[src/rtl/logic_op_arbiter.sv]
// +--------------------------------------------------------------------------------+
// | logic_op_arbiter: two-requester arbiter for a shared 8-bit logic unit.          |
// | Optional: LOGIC_ARB_ACCUM_EN adds a result accumulator and chain ports. Rev 1.0 |
// +--------------------------------------------------------------------------------+
`default_nettype none

module logic_op_unit (
  input  logic [7:0] a_i,
  input  logic [7:0] b_i,
  output logic [7:0] and_o,
  output logic [7:0] or_o,
  output logic [7:0] nand_o,
  output logic [7:0] nor_o,
  output logic [7:0] xor_o,
  output logic [7:0] xnor_o
);
  assign and_o  = a_i & b_i;
  assign or_o   = a_i | b_i;
  assign nand_o = ~(a_i & b_i);
  assign nor_o  = ~(a_i | b_i);
  assign xor_o  = a_i ^ b_i;
  assign xnor_o = ~(a_i ^ b_i);
endmodule

module logic_op_arbiter #(
  parameter int PRIO_FIXED  = 0,
  parameter int STALL_LIMIT = 15
) (
  input  logic       clk,
  input  logic       rst,
  input  logic       req0_valid,
  output logic       req0_ready,
  input  logic [2:0] req0_op,
  input  logic [7:0] req0_a,
  input  logic [7:0] req0_b,
  input  logic       req1_valid,
  output logic       req1_ready,
  input  logic [2:0] req1_op,
  input  logic [7:0] req1_a,
  input  logic [7:0] req1_b,
`ifdef LOGIC_ARB_ACCUM_EN
  input  logic       req0_chain,
  input  logic       req1_chain,
`endif
  output logic       rsp_valid,
  input  logic       rsp_ready,
  output logic [7:0] rsp_y,
  output logic       rsp_id,
  output logic       rsp_zero,
  output logic       rsp_err,
  output logic       stall_err
);
  typedef enum logic [1:0] {
    ST_IDLE = 2'd0,
    ST_EXEC = 2'd1,
    ST_RESP = 2'd2
  } state_e;

  localparam logic [7:0] C_STALL_LIM = 8'(STALL_LIMIT);

  state_e     state_q;
  logic       last_grant_q;
  logic [2:0] op_q;
  logic [7:0] a_q;
  logic [7:0] b_q;
  logic       id_q;
  logic       rsp_valid_q;
  logic [7:0] rsp_y_q;
  logic       rsp_id_q;
  logic       rsp_zero_q;
  logic       rsp_err_q;
  logic       stall_err_q;
  logic [7:0] stall_cnt_q;
  logic [7:0] stall_cnt_d;

  logic       w_grant_any;
  logic       w_grant_id;
  logic [7:0] w_sel_a;
  logic [7:0] w_and, w_or, w_nand, w_nor, w_xor, w_xnor;
  logic [7:0] w_y;
  logic       w_err;

  // On a tie, round-robin favours whoever did not win the last transfer.
  always_comb begin
    w_grant_any = (state_q == ST_IDLE) && (req0_valid || req1_valid);
    if (req0_valid && req1_valid)
      w_grant_id = (PRIO_FIXED != 0) ? 1'b0 : ~last_grant_q;
    else
      w_grant_id = req1_valid;
  end

  assign req0_ready = w_grant_any && !w_grant_id;
  assign req1_ready = w_grant_any && w_grant_id;

`ifdef LOGIC_ARB_ACCUM_EN
  logic [7:0] acc_q;
  assign w_sel_a = w_grant_id ? (req1_chain ? acc_q : req1_a)
                              : (req0_chain ? acc_q : req0_a);
`else
  assign w_sel_a = w_grant_id ? req1_a : req0_a;
`endif

  logic_op_unit u_unit (
    .a_i    (a_q),
    .b_i    (b_q),
    .and_o  (w_and),
    .or_o   (w_or),
    .nand_o (w_nand),
    .nor_o  (w_nor),
    .xor_o  (w_xor),
    .xnor_o (w_xnor)
  );

  always_comb begin
    w_y   = 8'h00;
    w_err = 1'b0;
    case (op_q)
      3'd0:    w_y = w_and;
      3'd1:    w_y = w_or;
      3'd2:    w_y = w_nand;
      3'd3:    w_y = w_nor;
      3'd4:    w_y = w_xor;
      3'd5:    w_y = w_xnor;
      default: w_err = 1'b1;
    endcase
  end

  assign stall_cnt_d = (stall_cnt_q == 8'hFF) ? 8'hFF : stall_cnt_q + 8'd1;

  always_ff @(posedge clk) begin
    if (rst) begin
      state_q      <= ST_IDLE;
      last_grant_q <= 1'b1;
      op_q         <= 3'd0;
      a_q          <= 8'h00;
      b_q          <= 8'h00;
      id_q         <= 1'b0;
      rsp_valid_q  <= 1'b0;
      rsp_y_q      <= 8'h00;
      rsp_id_q     <= 1'b0;
      rsp_zero_q   <= 1'b0;
      rsp_err_q    <= 1'b0;
      stall_err_q  <= 1'b0;
      stall_cnt_q  <= 8'h00;
`ifdef LOGIC_ARB_ACCUM_EN
      acc_q        <= 8'h00;
`endif
    end else begin
      case (state_q)
        ST_IDLE: begin
          if (w_grant_any) begin
            op_q         <= w_grant_id ? req1_op : req0_op;
            a_q          <= w_sel_a;
            b_q          <= w_grant_id ? req1_b : req0_b;
            id_q         <= w_grant_id;
            last_grant_q <= w_grant_id;
            state_q      <= ST_EXEC;
          end
        end
        ST_EXEC: begin
          rsp_y_q     <= w_y;
          rsp_zero_q  <= (w_y == 8'h00);
          rsp_err_q   <= w_err;
          rsp_id_q    <= id_q;
          rsp_valid_q <= 1'b1;
          state_q     <= ST_RESP;
        end
        ST_RESP: begin
          if (rsp_ready) begin
            rsp_valid_q <= 1'b0;
            stall_cnt_q <= 8'h00;
`ifdef LOGIC_ARB_ACCUM_EN
            acc_q       <= rsp_y_q;
`endif
            state_q     <= ST_IDLE;
          end else begin
            stall_cnt_q <= stall_cnt_d;
            if (stall_cnt_d >= C_STALL_LIM)
              stall_err_q <= 1'b1;
          end
        end
        default: state_q <= ST_IDLE;
      endcase
    end
  end

  assign rsp_valid = rsp_valid_q;
  assign rsp_y     = rsp_y_q;
  assign rsp_id    = rsp_id_q;
  assign rsp_zero  = rsp_zero_q;
  assign rsp_err   = rsp_err_q;
  assign stall_err = stall_err_q;
endmodule

`default_nettype wire
[config.mk]
export PLATFORM = sky130hd
export DESIGN_NAME = logic_op_arbiter
export DESIGN_NICKNAME = d
export VERILOG_FILES = /design/src/rtl/logic_op_arbiter.sv
export SDC_FILE = /design/constraint.sdc
export NUM_CORES = 1
export LEC_CHECK = 0
export ABC_AREA = 1
export BUFFER_PORTS_ARGS = -buffer_cell sky130_fd_sc_hd__clkbuf_2
export CAP_MARGIN = 40
export CORE_MARGIN = 8
export CORE_UTILIZATION = 58
export CTS_CLUSTER_DIAMETER = 150
export CTS_CLUSTER_SIZE = 20
export DETAILED_ROUTE_END_ITERATION = 6
export PLACE_DENSITY = 0.93
export SYNTH_ARGS = -nofsm -noshare
export SYNTH_HDL_FRONTEND = slang
export SYNTH_SLANG_ARGS = --single-unit
export TNS_END_PERCENT = 100
[constraint.sdc]
create_clock -name clk -period 4.2 [get_ports clk]
set_clock_uncertainty 0.05 [all_clocks]
set_input_delay 0.42 -clock clk [delete_from_list [all_inputs] [get_ports clk]]
set_output_delay 0.42 -clock clk [all_outputs]
set_load 0.01 [all_outputs]
* Word-level counts from Yosys, hierarchy flattened
Cells that the tools add are included.
** Storage, ports and cells
- Register bits :: 44
** Cells by class
- Bitwise gates (word level) :: 8
- Reductions and logical operators :: 15
- Add/sub/neg operators :: 1
- Equality and inequality tests :: 10
- Mux-type cells :: 13
- Magnitude comparators :: 1
** Operators by type and width (count)
- case mux 8 bit (6 select lines) :: 1
- two-way mux 8 bit :: 4
- inverter 8 bit :: 3
- adder 8 x 1 -> 8 bit, second input constant :: 1
- AND 8 bit :: 1
- equality test 8 bit, second input constant :: 1
- >= comparator 8 x 4 -> 1 bit, second input constant :: 1
- logical NOT 8 bit :: 1
- OR 8 bit :: 1
- XOR 8 bit :: 1
- equality test 3 x 2 -> 1 bit, second input constant :: 2
- equality test 3 bit, second input constant :: 2
- case mux 2 bit (3 select lines) :: 1
- AND reduction 2 bit :: 3
- OR reduction 6 bit :: 1
- logical AND 1 bit :: 4
- two-way mux 2 bit :: 2
- != test 2 bit, second input constant :: 2
- equality test 3 x 1 -> 1 bit, second input constant :: 1
- logical NOT 3 bit :: 1
- two-way mux 1 bit :: 3
- two-way mux 3 bit :: 1
- AND reduction 3 bit :: 1
- equality test 2 x 1 -> 1 bit, second input constant :: 1
- 7 further kinds :: 8

* Depth between registers and ports, before layout
Gate-level depths: netlist of the first run.
- Word-level depth :: 4
- Mapped depth :: 11
- Gate-level depth less buffers :: 11

* By module
From an unflattened synthesis of the first run, not the netlist that was laid out.
** Second synthesis, totals
- Cell total of the unflattened synthesis :: 451
- Area, all modules :: 2974.1 um2
** Modules (own cells, without submodules)
- logic_op_arbiter :: times used 1, cells each 379, area each 2423.6 um2
- logic_op_unit :: times used 1, cells each 72, area each 550.5 um2

* Least setup slack after synthesis of the first run
Ideal clock, no wire load.
- Path type :: input -> output
- Start point :: input req1_valid
- End point :: output req0_ready
- Slack :: 2.656 ns
- Path buffers :: 1
- Stages :: 3
- Data arrival time :: 1.074 ns
- Data required time :: 3.730 ns
- Cells stage by stage :: o211ai_1 a21oi_1 clkbuf_1
** On the way
- Word-level cells in the longest chain between the ends :: 4
- Elaborated cells on any way between the ends :: 6
- Classes of those cells :: mux: 1; reduce/logical: 5
** RTL lines
- start, declared :: line 36 : input logic req1_valid,
- logical AND 1 bit :: line 86 : if (req0_valid && req1_valid)
- two-way mux 1 bit :: line 86
- logical NOT 1 bit :: line 92 : assign req0_ready = w_grant_any && !w_grant_id;
- logical AND 1 bit * :: line 92
- end, declared :: line 32 : output logic req0_ready,
Every way passes the cells marked *; elsewhere a longest branch is shown, timed or not.

* Worst setup path in the final report of the first run
- Start point :: register state_q[0]
- End point :: output req0_ready
** On the way
- Word-level cells in the longest chain between the ends :: 3
** RTL lines
- start, declared :: line 61 : state_e state_q;
- start signal, assigned :: line 132 : state_q <= ST_IDLE;
- start signal, assigned :: line 157 : state_q <= ST_EXEC;
- start signal, assigned :: line 166 : state_q <= ST_RESP;
- logical NOT 2 bit :: line 85 : w_grant_any = (state_q == ST_IDLE) && (req0_valid || req1_valid);
- logical AND 1 bit :: line 85
- logical AND 1 bit :: line 92
No other way between the ends.

==> results of run 1 <==
metrics by stage:
| step | cells | cell area, sq um |
|---|---|---|
| 6_report | 501 | 2940 |
| 5_1_grt | 501 | 2940 |
| 4_1_cts | 501 | 2940 |
| 3_5_place_dp | 493 | 2850 |
| 3_3_place_gp | 492 | 2840 |
| 2_1_floorplan | 393 | 2520 |
sequential cells by signal, summed over array words and instances, names as in the netlist:
signal,flops
rsp_id,1
last_grant_q,1
stall_cnt_q,8
rsp_err,1
rsp_valid,1
state_q,2
a_q,8
op_q,3
rsp_y,8
stall_err,1
rsp_zero,1
id_q,1
b_q,8
final timing paths:
path,startpoint,depth (start not counted),slack (ps),to
worst min register to register,last_grant_q,2,430,last_grant_q
worst max register to register,stall_cnt_q[0],9,2510,stall_err
worst min-delay path,rsp_ready,2,280,rsp_valid
worst max-delay path,state_q[0],6,2160,req0_ready
layout by cell type, fill, tap and decap left out:
cell      Yosys  routed
nand2_1     128     128
clkbuf_2      0      57
nor2_1       53      53
inv_1        49      49
dfxtp_1      44      44
a31oi_1      19      19
ha_1         17      17
a21oi_1      15      15
o21ai_0      15      15
nand3_1       9       9
o211ai_1      8       8
clkbuf_8      0       6
inv_2         5       5
buf_4         0       4
nand4_1       3       3
nand3_2       3       3
o21ai_1       3       3
nor3_1        2       2
clkinv_2      0       2
a211oi_1      1       1
clkinv_1      1       1
nand2_2       1       1
xnor2_1       1       1
xor2_1        1       1
nor2_2        1       1
or2_1         1       1
per-layer routing:
metal  vias to the layer above  global-route usage [%]  share of wire [%]
met5                         -                       0                  0
met4                         0                    6.67                1.3
met3                         8                    6.46                7.2
met2                        80                    33.8                 47
met1                      1142                    22.7                 45
li1                       1354                       -                  -
area by class of cell:
cell class | count | area [sq um]
clock inverter | 2 | 10.0
multi-input combinational | 281 | 1380
inverter | 55 | 206
timing repair buffer | 61 | 315
fill | 367 | 1320
tap | 52 | 65.1
sequential | 44 | 881
clock buffer | 6 | 82.6
power groups by stage:
| stage | sequential, mW | clock (mW) | combinational (mW) |
|---|---|---|---|
| global placement | 0.488 | 0 | 0.245 |
| floorplan | 0.485 | 0 | 0.179 |
| finish | 0.480 | 0.269 | 0.259 |
| global route | 0.485 | 0.292 | 0.300 |
| CTS | 0.480 | 0.272 | 0.260 |
| detailed placement | 0.489 | 0 | 0.258 |
logic make-up (layout without fill, tap and decap cells):
logic type	after synthesis	in the layout	share of synthesized area (%)
compound gates	61	61	13.9
xor+xnor	2	2	0.695
fa+ha+maj	17	17	8.43
buf+inv	68	124	10.2
flops	44	44	34.9
simple gates	201	201	31.8
worst register-to-register path: cells and delay by family (launching register included):
family / cells / cell delay [ps]
AO/OA/AOI/OAI: 2 / 330
adder cells (fa/ha/maj): 1 / 210
flip-flops: 1 / 390
AND/OR/NAND/NOR: 6 / 640
==> flow_summary.toml, run 1 <==
[timing]
rsz0062_at_grt = "false"
setup_viol_count_final = 0
setup_ws_ps = 2160
maxSlewHeadroom_pct = 52.4
hold_viol_final = 0
fin_crit_ps = 2040
worst_pin_slew_ps = 713
drv_slew = 0
setup_tns_ps = 0
max_freq_mhz = 489
period_share_pct = 48.7
hold_slack_ps = 284

[placement]
hpwl_mm = 4.83
port_buffers = 57
pre_cts_slack_ps = 2340
gp_routability_congestion = 0.847

[die]
die_area_sq_um = 6710
fp.coreArea_sq_um = 4260
die_w_um = 81.9
io_pins = 58
die_height_um = 81.9
fp-row-count = 24
start_util_pct = 59.2

[global_route]
grt_pass1_wl_mm = 10.8
grt_use_total_pct = 19.8
grt_max_degree = 37
grt_pass1_vias = 2610
antenna_found_initial = 0
gr-total-overflow = 0

[synth]
synth_area_leader_cell = "dfxtp_1"
ys_ff_latch = 44
synth.area.top_cells = "dfxtp_1 35%, nand2_1 19%, ha_1 8.4%, nor2_1 7.9%, inv_1 7.3%"
yosysTopAreaCellShare_pct = 34.9
ys_types = 25
synth_warnings = 0
yosys-top-cells-count = "128 x nand2_1, 53 x nor2_1, 49 x inv_1"
syn-cell-area_sq_um = 2520
async_reset_ff_share_pct = 0
yosys.cell_count.top_type = "nand2_1"
yosysSeqAreaShare_pct = 34.9
synth-edff-count = 0
syn_nets = 453
synth_area_per_cell_sq_um = 6.42
synthCells = 393
synthFlopType = "dfxtp_1"

[setup_path]
critPathMostFrequentCell = "buf_4"
cp_slowest_cell = "dfxtp_1"
cp-start-kind = "flop"
crit_family = "buffers and inverters"
cp_max_fo = 24
slowest_delay_ps = 320
worstPathRequired_ps = 3730
timing.critical_path.arrival_ps = 1570
crit_chain = "inv_1 > o211ai_1 > buf_4 > a21oi_1 > buf_4 > clkbuf_2"
crit_type = "reg -> out"
crit_buf_inv = 4
worst_setup_path_end_kind = "primary output"

[route]
drc = 0
routedWlPerCell_um = 12.0
num_vias = 2584
first_pass_iters = 4
antenna_left = 0
drt_iter0_drc = 206
routed_wl_mm = 6.02
viasPerCell = 5.16

[final_layout]
fin_util_pct = 69.0
syn_to_final_growth_pct = 16.7
fin_nets = 508
drive_gt1_share_pct = 17.6
antenna_cells = 0

[pwr]
combinationalPowerShare_pct = 25.7
p_int_uw = 682
p_sw_uw = 326
seqPwrFrac_pct = 47.6
ir_drop_uv = 199
swShare_pct = 32.4
p_leak_nw = 1.50
power.density_nw_per_um2 = 343
power_mw = 1.01
p_clk_share_pct = 26.7

[cts]
cts.clk_slew.worst_paths_ps = 80
cts_buffers = 5
postCtsSetupRepairBufs = 0
postCtsHoldBufs = 0
cts_tree = "built"
cts_resized = 0
htreeDepth = 2
insertion_delay_ps = 300
cts_root_buffer = "clkbuf_8"
clock-sinks = 44
clockBufferDepth = 2

[run]
max_cap_viol_count = 0

[outcome]
outcome = "finished clean"

[min_path]
min_path_type = "in -> reg"
No activity file was read; power rests on OpenSTA's default activity.
==> run 2, diff against run 1 <==
--- a/config.mk
+++ b/config.mk
@@ -9,11 +9,11 @@
 export BUFFER_PORTS_ARGS = -buffer_cell sky130_fd_sc_hd__clkbuf_2
 export CAP_MARGIN = 40
 export CORE_MARGIN = 8
-export CORE_UTILIZATION = 58
+export CORE_UTILIZATION = 54
 export CTS_CLUSTER_DIAMETER = 150
 export CTS_CLUSTER_SIZE = 20
 export DETAILED_ROUTE_END_ITERATION = 6
-export PLACE_DENSITY = 0.93
+export PLACE_DENSITY = 0.88
 export SYNTH_ARGS = -nofsm -noshare
 export SYNTH_HDL_FRONTEND = slang
 export SYNTH_SLANG_ARGS = --single-unit
==> constraint.sdc (replaced) <==
create_clock -name clk -period 2.02 [get_ports clk]
set_clock_uncertainty 0.05 [all_clocks]
set_input_delay 0.202 -clock clk [delete_from_list [all_inputs] [get_ports clk]]
set_output_delay 0.202 -clock clk [all_outputs]
set_load 0.01 [all_outputs]
==> run 2 against run 1 <==
Flip-flop and latch count did not move. Via count down 2.2%. Routed wire length fell by 2.6%. Hold slack got worse by 200 ps. Setup slack worse by 1900 ps. Utilization down 4.6 points. Global-route usage down 1.9 points. Sequential power rose by 110%. Cell area grew 0.60%. Cell count rose by 1.0%. Register-to-register slack worse by 2200 ps. Critical path type is now reg -> reg. Largest cell class unchanged.
==> flow_summary.toml, run 2 (synthesized netlist as in run 1, its figures left out) <==
[outcome]
outcome = "finished clean"

[pwr]
ir_drop_uv = 414
power.density_nw_per_um2 = 694
power_mw = 2.05
p_leak_nw = 1.51

[timing]
max_freq_mhz = 582
fin_crit_ps = 1720
hold_viol_final = 0
hold_slack_ps = 85.1
setup_viol_count_final = 0
worst_pin_slew_ps = 359
rsz0062_at_grt = "false"
period_share_pct = 85.0
drv_slew = 0
setup_ws_ps = 303
maxSlewHeadroom_pct = 75.9
setup_tns_ps = 0

[final_layout]
fin_nets = 512
mostFrequentLayoutCell = "nand2_1"
layout_common_cells = "128 x nand2_1, 57 x clkbuf_2, 53 x nor2_1"
syn_to_final_growth_pct = 17.4
final_cell_area_sq_um = 2960
drive_gt1_share_pct = 17.9
antenna_cells = 0

[die]
die_w_um = 84.3
die_area_sq_um = 7110
start_util_pct = 54.9
fp.coreArea_sq_um = 4600
die_height_um = 84.3
fp-row-count = 25
io_pins = 58

[route]
routedWlPerCell_um = 11.6
num_vias = 2526
drc = 0
viasPerCell = 4.99
drt_iter0_drc = 154
first_pass_iters = 4
antenna_left = 0
routed_wl_mm = 5.86

[min_path]
min_path_type = "in -> reg"

[global_route]
grt_pass1_wl_mm = 11.0
grt_use_total_pct = 17.9
grt_pass1_vias = 2609
gr-total-overflow = 0
grt_max_degree = 22
antenna_found_initial = 0

[cts]
insertion_delay_ps = 290
cts_buffers = 5
postCtsHoldBufs = 0
postCtsSetupRepairBufs = 0
cts_root_buffer = "clkbuf_8"
cts_tree = "built"
clockBufferDepth = 2
clock-sinks = 44
htreeDepth = 2
cts_resized = 0
cts.clk_slew.worst_paths_ps = 80

[setup_path]
crit_type = "reg -> reg"
cp_max_fo = 5
cp_slowest_cell = "dfxtp_1"
worstPathRequired_ps = 2190
crit_chain = "ha_1 > nand2_1 > nor3_1 > o21ai_0 > or2_1 > a21oi_1"
worst_setup_path_end_kind = "flop"
slowest_delay_ps = 390
cp-start-kind = "flop"
timing.critical_path.arrival_ps = 1890

[placement]
port_buffers = 57
gp_routability_congestion = 0.909
place_area_sq_um = 2880
pre_cts_slack_ps = 368
hpwl_mm = 4.72

[run]
max_cap_viol_count = 0
run 2: metal layers:
layer	track usage (%)	part of all wire, %	vias to the layer above
met5	0	0	-
met2	28.3	43	94
met1	22.7	48	1065
met3	5.71	7.8	9
met4	5.25	1.3	0
li1	-	-	1358
run 2: cell type report:
class / count / area (sq um)
clock buffer: 6 / 72.6
inverter: 55 / 206
sequential: 44 / 881
timing repair buffer: 65 / 345
clock inverter: 1 / 5.00
fill: 413 / 1640
multi-input combinational: 281 / 1380
tap: 54 / 67.6
run 2: final timing paths:
kind                       start              to  slack [ps]  depth (start not counted)
setup / recovery  stall_cnt_q[0]  stall_cnt_q[6]         300                          6
setup reg to reg  stall_cnt_q[0]  stall_cnt_q[6]         300                          6
hold / removal         rsp_ready       rsp_valid          90                          2
hold reg to reg     last_grant_q    last_grant_q         430                          2
run 2: metrics by stage:
step           utilization, %  std cells
6_report                 64.4        506
5_1_grt                  64.4        506
4_1_cts                  64.4        506
3_5_place_dp             62.7        499
3_3_place_gp             62.7        499
2_1_floorplan               -        393
run 2: report_power, final:
group	leakage [nW]	total, mW	switching [mW]	internal (mW)
registers	0.361	0.994	0.0571	0.937
clock network	0.0410	0.514	0.279	0.235
logic	1.11	0.547	0.328	0.219
run 2: critical path: cells and delay by family, from the launching register on:
kind,cells,cell delay [ps]
simple gates,3,670
compound gates,2,320
flops,1,390
fa+ha+maj,1,210
==> run 3, diff against run 2 <==
==> constraint.sdc (replaced) <==
create_clock -name clk -period 1.8 [get_ports clk]
set_clock_uncertainty 0.05 [all_clocks]
set_input_delay 0.18 -clock clk [delete_from_list [all_inputs] [get_ports clk]]
set_output_delay 0.18 -clock clk [all_outputs]
set_load 0.01 [all_outputs]
==> run 3 against run 2 <==
Cell area rose by 1.6%. Critical path depth fell by 1. Die area did not move. Setup slack got worse by 180 ps. Clock-buffer cell count rose by 1. Utilization rose by 1.1 points. Non-clock buffer count rose by 2. Largest power group unchanged. Power rose by 16%. Clock power rose by 26%. Sequential power rose by 13%. Largest cell class unchanged. Hold slack got worse by 26 ps. Routed wire length rose by 4.4%.
==> flow_summary.toml, run 3 (synthesized netlist as in run 1, its figures left out) <==
[setup_path]
cp_max_fo = 15
crit_type = "reg -> out"
cp-start-kind = "flop"
worst_setup_path_end_kind = "primary output"
setup.worst_path.start = "state_q[1]"
worstPathRequired_ps = 1570
timing.critical_path.arrival_ps = 1440
r2r_start = "stall_cnt_q[0]"

[pwr]
p_int_mw = 1.64
p_sw_uw = 749
swShare_pct = 31.3
ir_drop_uv = 446
power_mw = 2.39
p_clk_share_pct = 27.0
seqPwrFrac_pct = 46.8
p_leak_nw = 1.53
power.density_nw_per_um2 = 795
combinationalPowerShare_pct = 26.2

[run]
max_cap_viol_count = 0

[placement]
port_buffers = 57
placed_cells = 500
gp_routability_congestion = 0.887
hpwl_mm = 4.72

[route]
viasPerCell = 5.04
routed_wl_mm = 6.12
drt_iter0_drc = 155
first_pass_iters = 4
antenna_left = 0
num_vias = 2561
routedWlPerCell_um = 12.0
drc = 0

[timing]
max_freq_mhz = 598
rsz0062_at_grt = "false"
fin_crit_ps = 1670
period_share_pct = 92.9
setup_tns_ps = 0
maxSlewHeadroom_pct = 72.1
drv_slew = 0
worst_pin_slew_ps = 417
setup_viol_count_final = 0
hold_viol_final = 0

[final_layout]
mostFrequentLayoutCell = "nand2_1"
fillCellCount = 396
fin_nets = 514
layout_common_cells = "128 x nand2_1, 57 x clkbuf_2, 53 x nor2_1"
fin_cells = 508
antenna_cells = 0
syn_to_final_growth_pct = 19.3
drive_gt1_share_pct = 19.8

[global_route]
grt_max_degree = 36
grt_pass1_wl_mm = 10.7
gr-total-overflow = 0
grt_pass1_vias = 2586
grt_use_total_pct = 17.3
antenna_found_initial = 0

[die]
fp.coreArea_sq_um = 4600
start_util_pct = 54.9
io_pins = 58
die_height_um = 84.3
die_w_um = 84.3
fp-row-count = 25
die_area_sq_um = 7110

[cts]
clock-sinks = 44
clockBufferDepth = 2
cts_buffers = 5
insertion_delay_ps = 290
cts_root_buffer = "clkbuf_8"
cts_tree = "built"
cts.clk_slew.worst_paths_ps = 80
htreeDepth = 2
postCtsHoldBufs = 0

[min_path]
hp-start = "rsp_ready"
min_path_type = "in -> reg"

[outcome]
outcome = "finished clean"
[run 3: cell count changes in the layout (fill, tap and decap cells not counted), sizes merged]
cell	previous run	this run
clkinv	2	1
clkbuf	63	64
buf	8	10
[run 3: power groups by stage]
stage / logic [mW] / registers, mW / clock network (mW)
global placement: 0.605 / 1.14 / 0
detailed placement: 0.618 / 1.14 / 0
finish: 0.626 / 1.12 / 0.647
CTS: 0.622 / 1.12 / 0.664
global route: 0.728 / 1.13 / 0.697
floorplan: 0.418 / 1.13 / 0
[run 3: per-stage QoR]
step | util (%) | worst slack [ps] | hold WS (ps) | area [sq um]
finish | 65.5 | 127 | 58.8 | 3010
global route | 65.5 | 12.1 | 56.7 | 3010
CTS | 65.0 | 86.9 | 54.2 | 2990
detailed placement | 62.9 | 221 | 361 | 2890
global placement | 62.9 | 217 | 353 | 2890
floorplan | - | 375 | 229 | 2520
[run 3: area by class of cell]
cell class	instances	area, sq um	share of cell area (%)
timing repair buffer	67	360	12.0
sequential	44	885	29.4
tap	54	67.6	2.24
inverter	55	206	6.86
clock buffer	7	96.3	3.20
multi-input combinational	281	1400	46.3
[run 3: worst paths after layout]
kind                              endpoint  slack, ps  cells after the start
worst min register to register     rsp_err        430                      2
worst min-delay path             rsp_valid         60                      2
worst max register to register   stall_err        210                      9
worst max-delay path            req0_ready        130                      5
[run 3: per-layer routing]
metal	wire length (um)	GRT usage, %	vias up
met3	361	4.36	7
met4	70	5.71	0
met1	2960	21.5	1117
met5	0	0	-
met2	2730	28.3	77
li1	-	-	1360
[run 3: critical path: stages (launching register included)]
cell      delay [ps]
dfxtp_1          320
inv_1             90
o211ai_1         190
a21oi_2          190
buf_4            210
clkbuf_2         160
[run 3: what timing repair did]
item | CTS | global route
resized for setup | 0 | 7
setup endpoints to repair | 0 | 4
buffers inserted | 0 | 1
